$ cat src/rtl/master_resp_order.sv
// master_resp_order: per-master in-order response tracker for the 4x4 crossbar,
// with a head-entry watchdog that turns lost responses into error replies.
module master_resp_order #(
    parameter int MASTER  = 0,
    parameter int DEPTH   = 4,
    parameter int DATA_W  = 32,
    parameter int TIMEOUT = 64
) (
    input  logic                    clk,
    input  logic                    reset,
    input  logic                    master_req,
    input  logic [1:0]              master_addr,
    output logic                    master_req_gated,
    input  logic [11:0]             grant_id,
    input  logic [3:0]              slave_ack,
    output logic                    master_ack,
    input  logic [3:0]              slave_resp_valid,
    input  logic [11:0]             slave_resp_master,
    input  logic [4*DATA_W-1:0]     slave_resp_data,
    output logic [3:0]              slave_resp_ready,
    output logic                    master_resp_valid,
    output logic [DATA_W-1:0]       master_resp_data,
    output logic                    master_resp_err,
    output logic [$clog2(DEPTH):0]  outstanding
);
    localparam int AW = $clog2(DEPTH);
    localparam logic [2:0] CODE = 3'(MASTER + 1);

    logic [1:0]        fifo [DEPTH];
    logic [AW-1:0]     rd_ptr, wr_ptr;
    logic [AW:0]       count;
    logic [7:0]        wdog;
    logic [3:0]        drop_cnt [4];
    logic [2:0]        gnt [4];
    logic [2:0]        rsp_m [4];
    logic [DATA_W-1:0] rdata [4];
    logic [3:0]        match, drop;
    logic [1:0]        head;
    logic              deliver, timeout, pop, push;

    for (genvar s = 0; s < 4; s++) begin : g_slave
        assign gnt[s]   = grant_id[3*s +: 3];
        assign rsp_m[s] = slave_resp_master[3*s +: 3];
        assign rdata[s] = slave_resp_data[DATA_W*s +: DATA_W];
        assign match[s] = slave_resp_valid[s] && rsp_m[s] == CODE;
        // late responses owed to a timed-out entry are swallowed before any delivery
        assign drop[s]  = match[s] && drop_cnt[s] != 4'd0;
        assign slave_resp_ready[s] = drop[s] || (deliver && head == 2'(s));
    end

    assign outstanding      = count;
    assign master_req_gated = master_req && count != (AW+1)'(DEPTH);
    assign master_ack       = master_req_gated && slave_ack[master_addr] && gnt[master_addr] == CODE;
    assign push             = master_ack;
    assign head             = fifo[rd_ptr];
    assign deliver          = count != '0 && match[head] && drop_cnt[head] == 4'd0;
    assign timeout          = count != '0 && !deliver && wdog == 8'(TIMEOUT);
    assign pop              = deliver || timeout;

    always_ff @(posedge clk) begin
        if (reset) begin
            rd_ptr            <= '0;
            wr_ptr            <= '0;
            count             <= '0;
            wdog              <= '0;
            master_resp_valid <= 1'b0;
            master_resp_err   <= 1'b0;
            master_resp_data  <= '0;
            for (int s = 0; s < 4; s++) drop_cnt[s] <= '0;
        end else begin
            if (push) begin
                fifo[wr_ptr] <= master_addr;
                wr_ptr       <= wr_ptr + 1'b1;
            end
            if (pop) rd_ptr <= rd_ptr + 1'b1;
            count <= count + (AW+1)'(push) - (AW+1)'(pop);
            wdog  <= (count == '0 || pop) ? '0 : wdog + 8'd1;
            // increment saturates at 15 unless a drop on the same slave frees a slot
            for (int s = 0; s < 4; s++)
                drop_cnt[s] <= drop_cnt[s] - 4'(drop[s])
                             + 4'(timeout && head == 2'(s) && (drop[s] || drop_cnt[s] != 4'hf));
            master_resp_valid <= pop;
            master_resp_err   <= timeout;
            master_resp_data  <= deliver ? rdata[head] : '0;
        end
    end
endmodule

$ cat config.mk
export PLATFORM = sky130hd
export DESIGN_NAME = master_resp_order
export DESIGN_NICKNAME = d
export VERILOG_FILES = /design/src/rtl/master_resp_order.sv
export SDC_FILE = /design/constraint.sdc
export NUM_CORES = 1
export LEC_CHECK = 0
export BUFFER_PORTS_ARGS = -buffer_cell sky130_fd_sc_hd__buf_2
export CORE_UTILIZATION = 47
export DETAILED_ROUTE_END_ITERATION = 6
export PLACE_DENSITY = 0.81
export SYNTH_ARGS = -nofsm -noshare
export SYNTH_HDL_FRONTEND = slang
export SYNTH_SLANG_ARGS = --single-unit
$ cat constraint.sdc
create_clock -name clk -period 4.3 [get_ports clk]
set_clock_uncertainty 0.15 [all_clocks]
set_input_delay 1.075 -clock clk [delete_from_list [all_inputs] [get_ports clk]]
set_output_delay 1.075 -clock clk [all_outputs]
set_load 0.02 [all_outputs]
# [Word level (Yosys, flattened, before mapping)]
# Memories as Yosys holds them, arrays and structs flattened. A register that Yosys moved wholly into a read port is not among the register bits.
# Index checks and enable logic that the tools add are counted.
[classes] shift=0 div_mod_pow=0 multipliers=0 n_mux=22 n_bitwise=7 n_reduce_logical=48 eq_ne=14 n_lt_le_gt_ge=4 n_addsub=13
[op_table] operator="$bmux 32 s2" count=1
[op_table] operator="$mux 32" count=2
[op_table] operator="$logic_and 1x1->1" count=27
[op_table] operator="$add 4x1->4" count=4
[op_table] operator="$mux 4" count=4
[op_table] operator="$ne 4x4->1 const B" count=4
[op_table] operator="$reduce_bool 4->1" count=4
[op_table] operator="$sub 4x1->4" count=4
[op_table] operator="$eq 3x1->1 const B" count=5
[op_table] operator="$logic_or 1x1->1" count=10
[op_table] operator="$add 8x1->8 const B" count=1
[op_table] operator="$eq 8x7->1 const B" count=1
[op_table] operator="$mux 1" count=8
[op_table] operator="$bmux 3 s2" count=1
[op_table] operator="$ge 3x3->1 const B" count=2
[op_table] operator="$lt 2x3->1 const B" count=2
[op_table] operator="$mux 3" count=2
[op_table] operator="$not 2->3" count=2
[op_table] operator="$add 2x1->2 const B" count=2
[op_table] operator="$bmux 1 s2" count=2
[op_table] operator="$eq 2x2->1 const B" count=2
[op_table] operator="$logic_not 4->1" count=1
[op_table] operator="$mux 2" count=2
[op_table] operator="$or 1x1->1" count=4
[op_table] operator="other kinds (10)" count=11
[totals] register_bits=49 word_cells=117 memories=2 latch_bits=0 rom_bits=0 out_inout_bits=43 ramBits=24 inputBits=165
[memory_table] memory="drop_cnt" depth=4 width=4 rd=5 rd_clocked_by_memory_dff=0 wr=4 line="33" rtl="logic [3:0] drop_cnt [4];"
[memory_table] memory="fifo" depth=4 width=2 rd=1 rd_clocked_by_memory_dff=1 wr=1 line="29" rtl="logic [1:0] fifo [DEPTH];"

# [Longest topological paths before layout]
[logic_depth] word_depth=13 depth_mapped=14 mapped_depth_nobuf=14

# [Worst setup path after synthesis]
# Ideal clock, no wire load.
[synth_path] path_kind="input to register" startpoint="input port slave_resp_master[7]" endpoint="register count[2], in the netlist outstanding[2]" setup_ns=0.128 path_buffers=0 path_slack_ns=0.487 arrival_ns=3.535 stages=13 t_required_ns=4.022 cell_sequence="nand4bb_1 nor4b_1 o221ai_4 or2_2 nand2_1 ha_1 inv_1 ha_1 inv_1 fa_1 xor2_1 xnor2_1 nor2_1"
[synth_between] elab_chain_cells=11
[synth_rtl] item="start, declared" line="18" rtl="input logic [11:0] slave_resp_master,"
[synth_rtl] item="$eq 3x1->1 (*)" line="45" rtl="assign match[s] = slave_resp_valid[s] && rsp_m[s] == CODE;"
[synth_rtl] item="$logic_and 1x1->1 (*)" line="45"
[synth_rtl] item="$bmux 1 s2 (*)" line="56" rtl="assign deliver = count != '0 && match[head] && drop_cnt[head] == 4'd0;"
[synth_rtl] item="$mux 1 (not written as such) (*)" line="56"
[synth_rtl] item="$logic_and 1x1->1 (*) (2 in series)" line="56"
[synth_rtl] item="$logic_not 1->1" line="57" rtl="assign timeout = count != '0 && !deliver && wdog == 8'(TIMEOUT);"
[synth_rtl] item="$logic_and 1x1->1 (2 in series)" line="57"
[synth_rtl] item="$logic_or 1x1->1 (*)" line="58" rtl="assign pop = deliver || timeout;"
[synth_rtl] item="via pop" line="39" rtl="logic deliver, timeout, pop, push;"
[synth_rtl] item="$sub 3x1->3 (*)" line="76" rtl="count <= count + (AW+1)'(push) - (AW+1)'(pop);"
[synth_rtl] item="end signal, assigned" line="76"
[synth_rtl] item="end, declared" line="31" rtl="logic [AW:0] count;"
# Mark *: on every way through the listed nets, which the timed path passes. The rest lies on a longest branch. The select of a mux whose other input is x is not followed.
# A chain may end at the register's enable or synchronous reset.

# [Worst setup path in the final report]
[layout_path] startpoint="input port slave_resp_master[5]" endpoint="output port slave_resp_ready[2]"
[layout_between] elab_chain_cells=8
[layout_rtl] item="$eq 3x1->1" line="45"
[layout_rtl] item="$logic_and 1x1->1" line="45"
[layout_rtl] item="$bmux 1 s2" line="56"
[layout_rtl] item="$mux 1 (not written as such)" line="56"
[layout_rtl] item="$logic_and 1x1->1 (2 in series)" line="56"
[layout_rtl] item="$logic_and 1x1->1" line="48" rtl="assign slave_resp_ready[s] = drop[s] || (deliver && head == 2'(s));"
[layout_rtl] item="$logic_or 1x1->1" line="48"
[layout_rtl] item="end, declared" line="20" rtl="output logic [3:0] slave_resp_ready,"
# Every way passes these cells. The select of a mux whose other input is x is not followed.

==> impl_summary.md <==
Run status
The run finished with clean final reports.

Worst setup path
The nature of the critical path startpoint is a primary input. For flop-to-flop paths, the worst setup slack is 0.75 ns. The number of cells on the worst reg-to-reg path is 13. Of all nets on the critical path, the largest fanout is 3. The worst setup path is of the primary input to primary output kind.

STA puts the critical path data arrival time at 2.41 ns. The buffers plus inverters on the worst setup path is 2. On the worst path, the slowest cell contributes a delay of 0.41 ns. Walking the worst path, the cells encountered are buf_2 > nand4bb_1 > nor4b_2 > o22ai_1 > o31ai_1 > buf_2. The endpoint of the worst-slack reg-to-reg timing path is outstanding[2]$_SDFF_PP0_.

At the worst endpoint, the required time is 3.07 ns. The critical path crosses 6 cells after its start point. The cell family contributing the most delay on the critical path is simple AND/OR/NAND/NOR gates. The most numerous cell type found on the critical path is buf_2. The category of the worst setup path capture point is a primary output. On the critical path, the stage with the largest delay is an instance of nor4b_2.

Global routing
The total overflow left after global routing is 0. Global routing used 22.0% of the available tracks. The pin count of the biggest net entering global routing is 33. The number of antenna violations at the first check in global routing is 4. The wire length of the first global-routing pass is 16,700 um.

The number of global-route vias before repair was approximately 3,500.

Cells and area
The area of all placed cells without fillers is 0.00581 mm^2. The post-route netlist has 50.6% of its cells at a drive strength greater than 1. The end-of-flow core utilization is 62.9%.

The net count of the finished layout is 784. The sequential cells in the finished layout cover a total of 0.00158 mm^2. The total area of multi-input combinational cells is 0.00263 mm^2. The filler cells instantiated in the layout total about 750.

The signed area change from the synthesized netlist to the final layout is 30.2%.

Logic synthesis
The portion of synthesized cell area occupied by the leading cell type is 30.1%. The synthesized design contains 75 register bits. The cell area that synthesis handed to floorplanning was 0.00446 mm^2.

The dominant cell by count in the synthesized netlist is dfxtp_1. The part of the Yosys area used for sequential elements is a little over a third. The xor-xnor portion of the synthesized cell area is 3.73%. Summing the areas of all compound-gate instances in the mapped netlist gives 5.27% of the synthesized area. The count of distinct cell types in the synthesized netlist is 49. The primary flip-flop cell chosen by synthesis mapping is dfxtp_1.

Summed over all instances, the cell type with the most area after synthesis is dfxtp_1. The average cell area after synthesis is 11.9 um^2. Summing the areas of all and, or, nand and nor instances in the mapped netlist gives 21.2% of the synthesized area. After synthesis, the most frequently instantiated cells are 67 x dfxtp_1, 37 x inv_1, 34 x mux4_2, 34 x nor2_1, 32 x ha_1. After Yosys synthesis, full adders, half adders and majority gates account for 11.2% of the synthesized area. The number of cells produced by synthesis is between 300 and 400. The largest family of logic cells by synthesized area is simple AND/OR/NAND/NOR gates.

The number of flops mapped to enable cells by yosys is 8. The synthesized netlist net count is 576. For this run, the number of Yosys warnings is 0.

By area the synthesized netlist is led by dfxtp_1 30%, mux4_2 17%, nor2b_4 9.3%, ha_1 9.0%, edfxtp_1 5.4%. For this run, asynchronously set or reset flops after synthesis account for 0%. Measured against the total synthesized area, the mux share comes to 17.4%.

Pwr
In this run the static leakage power is 0.00276 uW. Net switching is 33.8% of the power. Power comes to 2660 uW. Cell internal power was estimated by the tool at 1760 uW.

The clock network fraction of total power is between 20 and 25%. Power spread over the standard cell area amounts to 458 mW/mm^2. The worst ir drop on vdd is between 300 and 400 uV. The fraction of power consumed by sequential logic is 33.0%. Of the total power, combinational logic draws 44.3%.

The net switching power figure is roughly 900 uW.

Clock network
Buffers inserted to repair hold after CTS numbered 0. Counting every sink on the clock net gives 75. Counting along the longest clock path gives a buffer depth of 2. TritonCTS built the clock tree. The number of cells upsized or downsized after cts is 0. The later pin in the worst-skew pair is clocked with a latency of 0.35 ns. The clock-pin slew on the worst setup and hold paths is 0.07 ns. The count of buffers added by post-CTS timing repair for setup is 0. The clock tree synthesis step divided the H-tree into 3 levels. In this run, CTS created clock tree buffers numbering 9. CTS placed an instance of clkbuf_8 at the clock tree root.

Floorplanning
The starting density of the core is 48.3%. The die is 99.4 um tall. The placeable core area is 0.00924 mm^2.

The die is 99.4 um wide. The die covers 0.00989 mm^2. The number of top-level pins is 208. The number of standard-cell rows in the floorplan is 35.

STA
The total negative setup slack is 0 ns. Of the available clock period, the critical path in the final layout requires 84.6%. Based on the critical path, the design can be clocked at up to about 270 MHz. The worst path meets setup with 0.663 ns of slack. The worst slew slack as a fraction of its limit is 37.3%. The final hold violation count is 0. The slew of the pin with the lowest slew margin is 0.941 ns. The routed design could run at a clock period as short as 3.64 ns. The number of pins with negative max-slew slack in the final report is 0. Setup repair after global routing left no endpoint under its margin. The total setup violations reported at the end of the flow is 0.

Run
The number of maximum-capacitance constraint violations is 0.

Place
During placement, the flow inserted port buffers numbering 207. The post-placement cell area is 0.00558 mm^2. The routability-driven placement congestion ratio is 0.738. Before CTS, the worst setup slack after placement is 0.327 ns. Detailed placement finished with a half-perimeter wire length of between 8000 and 9000 um.

Routing
The average wire per cell in the routed design is 15.2 um. After the first detailed-routing iteration, the DRC count stood at 90. The DRC violations left is 0. The number of search-and-repair iterations in the first detailed-routing pass is 4.

The final route contains 3,625 vias. The routed design has about 11,000 um of wire. Dividing the detail-routed via count by the number of cells gives 5.03. In this run the remaining antenna-violating nets after routing total 0.

Hold path
The worst hold endpoint is wdog[0]$_SDFF_PP0_. The class of the most critical hold timing path is flop to flop. The depth of the worst hold-timing path is 1.

The worst min-delay path startpoint is wdog[0]$_SDFF_PP0_.
-- cell type report --
type | count | area share [%]
sequential | 75 | 27.2
inverter | 37 | 2.39
antenna | 4 | 0.172
tap | 129 | 2.78
timing repair buffer | 212 | 18.5
multi-input combinational | 247 | 45.2
clock inverter | 4 | 1.27
clock buffer | 12 | 2.50
-- placed cells by master (no fill, tap or decap), drive strengths merged, types with 2 or more instances in the layout --
cell type  synthesis  layout
xor2              11      11
a41o               3       3
dfxtp             67      67
nor2b             38      38
nor2              34      34
clkbuf             6      12
ha                32      32
or2                2       2
a21oi              6       6
nand2              6       6
buf                9     212
o221ai             2       2
a21o               7       7
o21ai              3       3
a21boi             2       2
nor3               7       7
nand4              3       3
bufinv             0       2
or4                2       2
o31ai              2       2
nand4bb            5       5
clkinv             0       2
inv               37      37
fa                 5       5
mux4              34      34
edfxtp             8       8
and3               7       7
nand3             10      10
nor4b              2       2
diode              0       4
or3                4       4
xnor2              8       8
-- sequential cells by signal (all words and copies together), names as in the netlist, named ones only --
name               flops
drop_cnt              16
fifo                   8
master_resp_data      32
master_resp_err        1
master_resp_valid      1
outstanding            3
rd_ptr                 2
wdog                   8
wr_ptr                 2
-- power groups by stage --
| stage | Combinational [uW] | Clock, uW | Sequential, uW |
|---|---|---|---|
| after floorplan | 856 | 0 | 970 |
| after global placement | 1160 | 0 | 892 |
| after detailed placement | 1190 | 0 | 895 |
| after CTS | 1190 | 625 | 879 |
| after global routing | 1280 | 653 | 894 |
| final | 1180 | 606 | 878 |
-- stage by stage --
step / std cells / hold WS [ns]
floorplan: 374 / 0.299
global placement: 700 / 0.326
detailed placement: 700 / 0.327
CTS: 716 / 0.347
global route: 720 / 0.385
finish: 720 / 0.337
-- logic make-up after synthesis --
| kind of cell | Yosys count |
|---|---|
| simple gates | 126 |
| flops | 75 |
| buf+inv | 52 |
| mux | 35 |
| xor+xnor | 19 |
| compound gates | 30 |
| fa+ha+maj | 37 |
-- layer usage --
layer	vias up	wire length, um	GRT usage (%)	share of wire [%]
met1	1725	4200	23.8	38
li1	1741	-	-	-
met3	29	574	5.13	5.3
met2	130	5720	39.7	52
met4	0	433	12.1	4.0
met5	-	0	0	0
-- worst reg2reg max path, delay by kind of cell (launching register included) --
kind	cells	cell delay, ns
XOR/XNOR	2	0.32
AND/OR/NAND/NOR	4	0.64
buffers and inverters	2	0.10
flip-flops	1	0.39
AO/OA/AOI/OAI	1	0.30
multiplexers	1	0.77
adder cells (fa/ha/maj)	3	0.76
-- how the worst max path moves through the flow --
stage | from | end | slack, ns
after detailed placement | slave_resp_master[5] | outstanding[2]$_SDFF_PP0_ | 0.33
after global routing | flop | outstanding[2]$_SDFF_PP0_ | 0.51
after global placement | slave_resp_master[5] | outstanding[2]$_SDFF_PP0_ | 0.43
final | slave_resp_master[5] | slave_resp_ready[2] | 0.66
after CTS | slave_resp_master[5] | slave_resp_ready[2] | 0.64
after floorplan | slave_resp_master[7] | outstanding[2]$_SDFF_PP0_ | 0.49
Note: power is estimated with default switching activity, not from simulation.
